[config.mk]
export PLATFORM = sky130hd
export DESIGN_NAME = comp_mac
export DESIGN_NICKNAME = d
export VERILOG_FILES = /design/src/rtl/comp_mac.sv
export SDC_FILE = /design/constraint.sdc
export NUM_CORES = 1
export LEC_CHECK = 0
export CAP_MARGIN = 30
export CORE_ASPECT_RATIO = 1.4
export CORE_MARGIN = 2
export CORE_UTILIZATION = 50
export CTS_BUF_LIST = sky130_fd_sc_hd__clkbuf_16
export CTS_CLUSTER_SIZE = 10
export DETAILED_ROUTE_END_ITERATION = 16
export PLACE_DENSITY = 0.73
export SYNTH_ARGS = -nofsm -noshare
export SYNTH_HDL_FRONTEND = slang
export SYNTH_SLANG_ARGS = --single-unit
[constraint.sdc]
create_clock -name clk -period 5.6 [get_ports clk]
set_input_delay 1.12 -clock clk [delete_from_list [all_inputs] [get_ports clk]]
set_output_delay 1.12 -clock clk [all_outputs]
set_load 0.01 [all_outputs]
[src/rtl/comp_mac.sv]
// comp_mac: pipelined multiply-accumulate with signed/unsigned operands.
// Sample path: capture -> (p_stages-1) carry registers -> output/accumulate stage.
// The product is formed at capture time and travels with its valid, mode and
// clear bits. The last stage folds it into the running accumulator.
module comp_mac #(
  parameter int p_size     = 12,
  parameter int p_stages   = 3,
  parameter int p_acc_size = 2*p_size+8
) (
  input  logic                    clk,
  input  logic                    rst,
  input  logic                    ena,
  input  logic [p_size-1:0]       i_param,
  input  logic [p_size-1:0]       i_param_2,
  input  logic                    i_signed,
  input  logic                    i_acc_clr,
  output logic [2*p_size-1:0]     o_param,
  output logic [p_acc_size-1:0]   o_param_2,
  output logic                    dv,
  output logic                    o_ovf
);

  localparam int pw = 2*p_size;

  logic [pw-1:0]         a_ext;
  logic [pw-1:0]         b_ext;
  logic [pw-1:0]         prod_in;

  // Signals presented to the final (accumulate/output) stage
  logic                  t_vld;
  logic                  t_sgn;
  logic                  t_clr;
  logic [pw-1:0]         t_prod;

  logic [p_acc_size-1:0] prod_ext;
  logic [p_acc_size:0]   sum;
  logic                  ovf_now;

  // Extend operands to product width; low 2*p_size bits of the product of
  // sign-extended operands are the exact two's complement product.
  always_comb begin
    a_ext   = i_signed ? pw'($signed(i_param))   : pw'(i_param);
    b_ext   = i_signed ? pw'($signed(i_param_2)) : pw'(i_param_2);
    prod_in = a_ext * b_ext;
  end

  genvar gi;
  generate
    if (p_stages == 1) begin : g_direct
      assign t_vld  = ena;
      assign t_sgn  = i_signed;
      assign t_clr  = i_acc_clr;
      assign t_prod = prod_in;
    end else begin : g_pipe
      logic          vld_r  [p_stages-1];
      logic          sgn_r  [p_stages-1];
      logic          clr_r  [p_stages-1];
      logic [pw-1:0] prod_r [p_stages-1];

      for (gi = 0; gi < p_stages-1; gi++) begin : g_stage
        if (gi == 0) begin : g_first
          // First register: capture the sample, or a bubble when ena is low
          always_ff @(posedge clk or negedge rst) begin
            if (!rst) begin
              vld_r[gi]  <= 1'b0;
              sgn_r[gi]  <= 1'b0;
              clr_r[gi]  <= 1'b0;
              prod_r[gi] <= '0;
            end else begin
              vld_r[gi]  <= ena;
              sgn_r[gi]  <= i_signed;
              clr_r[gi]  <= i_acc_clr;
              prod_r[gi] <= prod_in;
            end
          end
        end else begin : g_next
          // Carry register: shift the sample (or bubble) one stage onward
          always_ff @(posedge clk or negedge rst) begin
            if (!rst) begin
              vld_r[gi]  <= 1'b0;
              sgn_r[gi]  <= 1'b0;
              clr_r[gi]  <= 1'b0;
              prod_r[gi] <= '0;
            end else begin
              vld_r[gi]  <= vld_r[gi-1];
              sgn_r[gi]  <= sgn_r[gi-1];
              clr_r[gi]  <= clr_r[gi-1];
              prod_r[gi] <= prod_r[gi-1];
            end
          end
        end
      end

      assign t_vld  = vld_r[p_stages-2];
      assign t_sgn  = sgn_r[p_stages-2];
      assign t_clr  = clr_r[p_stages-2];
      assign t_prod = prod_r[p_stages-2];
    end
  endgenerate

  // Accumulator add and overflow detection, using the sample's own mode
  always_comb begin
    prod_ext = t_sgn ? p_acc_size'($signed(t_prod)) : p_acc_size'(t_prod);
    sum      = {1'b0, o_param_2} + {1'b0, prod_ext};
    if (t_sgn)
      ovf_now = (o_param_2[p_acc_size-1] == prod_ext[p_acc_size-1]) &&
                (sum[p_acc_size-1] != o_param_2[p_acc_size-1]);
    else
      ovf_now = sum[p_acc_size];
  end

  // Output stage: on a valid sample publish product and accumulator; hold on bubbles
  always_ff @(posedge clk or negedge rst) begin
    if (!rst) begin
      dv        <= 1'b0;
      o_param   <= '0;
      o_param_2 <= '0;
      o_ovf     <= 1'b0;
    end else if (t_vld) begin
      dv      <= 1'b1;
      o_param <= t_prod;
      if (t_clr) begin
        o_param_2 <= prod_ext;
        o_ovf     <= 1'b0;
      end else begin
        o_param_2 <= sum[p_acc_size-1:0];
        o_ovf     <= o_ovf | ovf_now;
      end
    end else begin
      dv <= 1'b0;
    end
  end

endmodule

==> impl_metrics.env, run 1 <==
export IMPL_status="complete, but fails checks"
export IMPL_violations="negative setup slack"
export IMPL_ys_seq_area_frac=0.216
export IMPL_timing_rr_end="o_param_2[30]"
export IMPL_crit_path_end_kind="flop"
export IMPL_cap_violations=0
export IMPL_synthCells=1347
export IMPL_synthesis_area_um2=13000
export IMPL_holdCritPathClass="flop to flop"
export IMPL_arrival_ns=6.82
export IMPL_numCtsBuffers=9
export IMPL_mostFrequentLayoutCells="inv_1, fa_1, buf_4"
export IMPL_drc=0
export IMPL_holdPathStages=0
export IMPL_gr_total_overflow=0
export IMPL_dieHeight_um=195
export IMPL_wl_per_cell_um=16.4
export IMPL_place_gp_congestion=0.915
export IMPL_drtAntennaViolNets=0
export IMPL_grtUsageTotal=0.237
export IMPL_clkSinkCount=112
export IMPL_dp_hpwl_um=24900
export IMPL_final_nets=1899
export IMPL_num_rows=69
export IMPL_area_growth_pct=26.2
export IMPL_slew_violations=0
export IMPL_io_buffers=86
export IMPL_rr_startpoint="t_prod[0]"
export IMPL_die_area_um2=27300
export IMPL_grt_first_pass_wirelength_um=52300
export IMPL_min_delay_start="g_pipe.prod_r[30]"
export IMPL_layout_min_cycle_time_ns=6.54
export IMPL_cp_start_kind="input port"
export IMPL_start_util=0.510
export IMPL_die_w_um=140
export IMPL_hold_viol=0
export IMPL_ios=87
export IMPL_hold_end="t_prod[6]"
export IMPL_ys_types=74
export IMPL_cts_buffer_depth=2
export IMPL_fin_util=0.644
export IMPL_routed_wl_um=31100
export IMPL_grt_max_degree=91
export IMPL_top_layer="met4"
export IMPL_ys_flop_type="dfrtp_1"
export IMPL_worst_setup_path_type="input port to flop"
export IMPL_rsz0062_at_grt="true"
export IMPL_dr_pass1_iters=4
export IMPL_clk_latency_ns=0.35
export IMPL_worstRegToRegCells=12
export IMPL_layout_drive_gt1_share=0.247
export IMPL_antenna_cells=0
export IMPL_ys_ff_latch=112
export IMPL_cts_hold_buf=0
export IMPL_wl_met2_um=17000
export IMPL_cts_clk_slew_worst_paths_ns=0.07
export IMPL_synth_edf_count=0
export IMPL_max_freq_ghz=0.153
export IMPL_timing_final_crit_share=1.17
export IMPL_clock_skew_ns=0.00806
export IMPL_final_common_cell="inv_1"
export IMPL_cp_required_ns=5.87
export IMPL_cp_max_fo=4
export IMPL_syn_nets=1671
export IMPL_async_reset_ff_frac=1.00
export IMPL_root_buffer="clkbuf_16"
export IMPL_cts_htree_levels=3
export IMPL_syn_avg_cell_area_um2=9.64
export IMPL_worst_slew_pin_slew_ns=0.905
export IMPL_coreArea_um2=25500
export IMPL_first_global_vias=11041
export IMPL_drtIter0Drc=348
export IMPL_tritoncts="built"
export IMPL_yosys_warnings=0
export IMPL_via_per_inst=5.30
export IMPL_reg2reg_slack_ns=2.61
export IMPL_relSlewSlack=0.396
export IMPL_wl_met3_um=876
export IMPL_setup_slack_ns=-0.943
export IMPL_vias=10064
export IMPL_antenna_found_initial=0
export IMPL_setup_viol=12
export IMPL_m1WireLength_um=12000
-- cells in the mapped netlist (5+ instances only) --
| cell type | count | share of area |
|---|---|---|
| inv_1 | 248 | 0.072 |
| fa_1 | 178 | 0.27 |
| ha_1 | 117 | 0.11 |
| dfrtp_1 | 112 | 0.22 |
| nand2_1 | 105 | 0.030 |
| and2_1 | 95 | 0.046 |
| nor2_1 | 70 | 0.020 |
| a21oi_1 | 62 | 0.024 |
| xnor2_1 | 48 | 0.032 |
| clkbuf_1 | 44 | 0.013 |
| o21ai_0 | 35 | 0.013 |
| mux2_2 | 24 | 0.021 |
| xor2_1 | 18 | 0.012 |
| nor3_1 | 14 | 0.0054 |
| o21a_1 | 14 | 0.0081 |
| a21o_1 | 11 | 0.0064 |
| o21ai_1 | 11 | 0.0042 |
| a31oi_1 | 10 | 0.0048 |
| and3_1 | 10 | 0.0048 |
| nand3_1 | 10 | 0.0039 |
| nand2b_1 | 9 | 0.0043 |
| o211ai_1 | 7 | 0.0040 |
| a211oi_1 | 6 | 0.0035 |
| mux2i_1 | 6 | 0.0046 |
| nand4_1 | 5 | 0.0024 |
| nor2b_1 | 5 | 0.0024 |
| or3_1 | 5 | 0.0024 |
-- how the worst max path moves through the flow --
stage               cells after the start         start                end
floorplan                              24   i_param[11]  g_pipe.prod_r[46]
global placement                       20      i_signed  g_pipe.prod_r[47]
detailed placement                     21  i_param_2[6]  g_pipe.prod_r[46]
CTS                                    24      i_signed  g_pipe.prod_r[46]
global route                           22      i_signed  g_pipe.prod_r[46]
finish                                 22      i_signed  g_pipe.prod_r[46]
-- critical path, stage by stage --
cell and delay (ns):
buf_8 0.10, buf_6 0.11, and3_4 0.17, fa_1 0.58, inv_2 0.08, buf_6 0.12, fa_1 0.47, fa_1 0.57
inv_2 0.05, fa_2 0.38, fa_1 0.52, fa_1 0.56, inv_2 0.04, fa_1 0.49, inv_2 0.05, ha_4 0.15
or3_1 0.30, o211ai_1 0.24, o21ai_1 0.10, or3_1 0.36, a21oi_2 0.14, xnor2_1 0.12
-- per-layer routing --
metal  vias to the layer above  track usage
met5                         -            0
met4                         0        0.101
met3                        90       0.0214
met2                       227        0.456
met1                      5012        0.263
li1                       4735            -
-- per-stage QoR --
stage,hold slack (ns),cell area [um2],setup TNS [ns],cells,setup slack (ns)
finish,0.345,16400,-6.46,1899,-0.943
global route,0.355,16400,-8.43,1899,-1.14
CTS,0.348,16300,-6.72,1897,-0.940
detailed placement,0.335,15300,-17.59,1849,-1.71
global placement,0.332,15300,-16.36,1849,-1.61
floorplan,0.331,13300,-6.08,1347,-1.06
-- registers in the layout, summed over array words and instances, names as in the netlist --
| signal | cells |
|---|---|
| t_prod | 24 |
| o_param_2 | 32 |
| t_sgn | 1 |
| dv | 1 |
| o_param | 24 |
| g_pipe.clr_r | 1 |
| t_vld | 1 |
| g_pipe.prod_r | 24 |
| t_clr | 1 |
| g_pipe.vld_r | 1 |
| o_ovf | 1 |
| g_pipe.sgn_r | 1 |
-- timing repair --
item                       CTS  global route
cloned                       1             0
setup endpoints to repair   15            13
pin swaps                   92            67
buffers inserted            32             9
gates resized for setup    177            60
-- cell families after synthesis --
| logic type | after synthesis | share of synthesized area |
|---|---|---|
| XOR/XNOR | 66 | 0.0445 |
| flip-flops | 112 | 0.216 |
| multiplexers | 30 | 0.0254 |
| AO/OA/AOI/OAI | 200 | 0.105 |
| AND/OR/NAND/NOR | 345 | 0.134 |
| buffers and inverters | 298 | 0.0873 |
| adder cells (fa/ha/maj) | 296 | 0.388 |
-- layout make-up --
cell class                      count  area (um2)
Multi-Input combinational cell    937        9640
Clock buffer                        9         225
Sequential cell                   112        2800
Timing Repair Buffer              267        2300
Tap cell                          319         399
Inverter                          248         931
Fill cell                        2024        9070
Clock inverter                      7        92.6
Power of run 1 is not shown: default switching activity piles up to over one toggle a cycle in this logic, so the estimate is an artifact.
==> run 2: changes to the inputs <==
ABC_CLOCK_PERIOD_IN_PS = 5600   (was unset)
==> results of run 2 <==
Final layout, timing and power as in run 1 (identical DEF).
Power of run 2 is left out for the same reason.
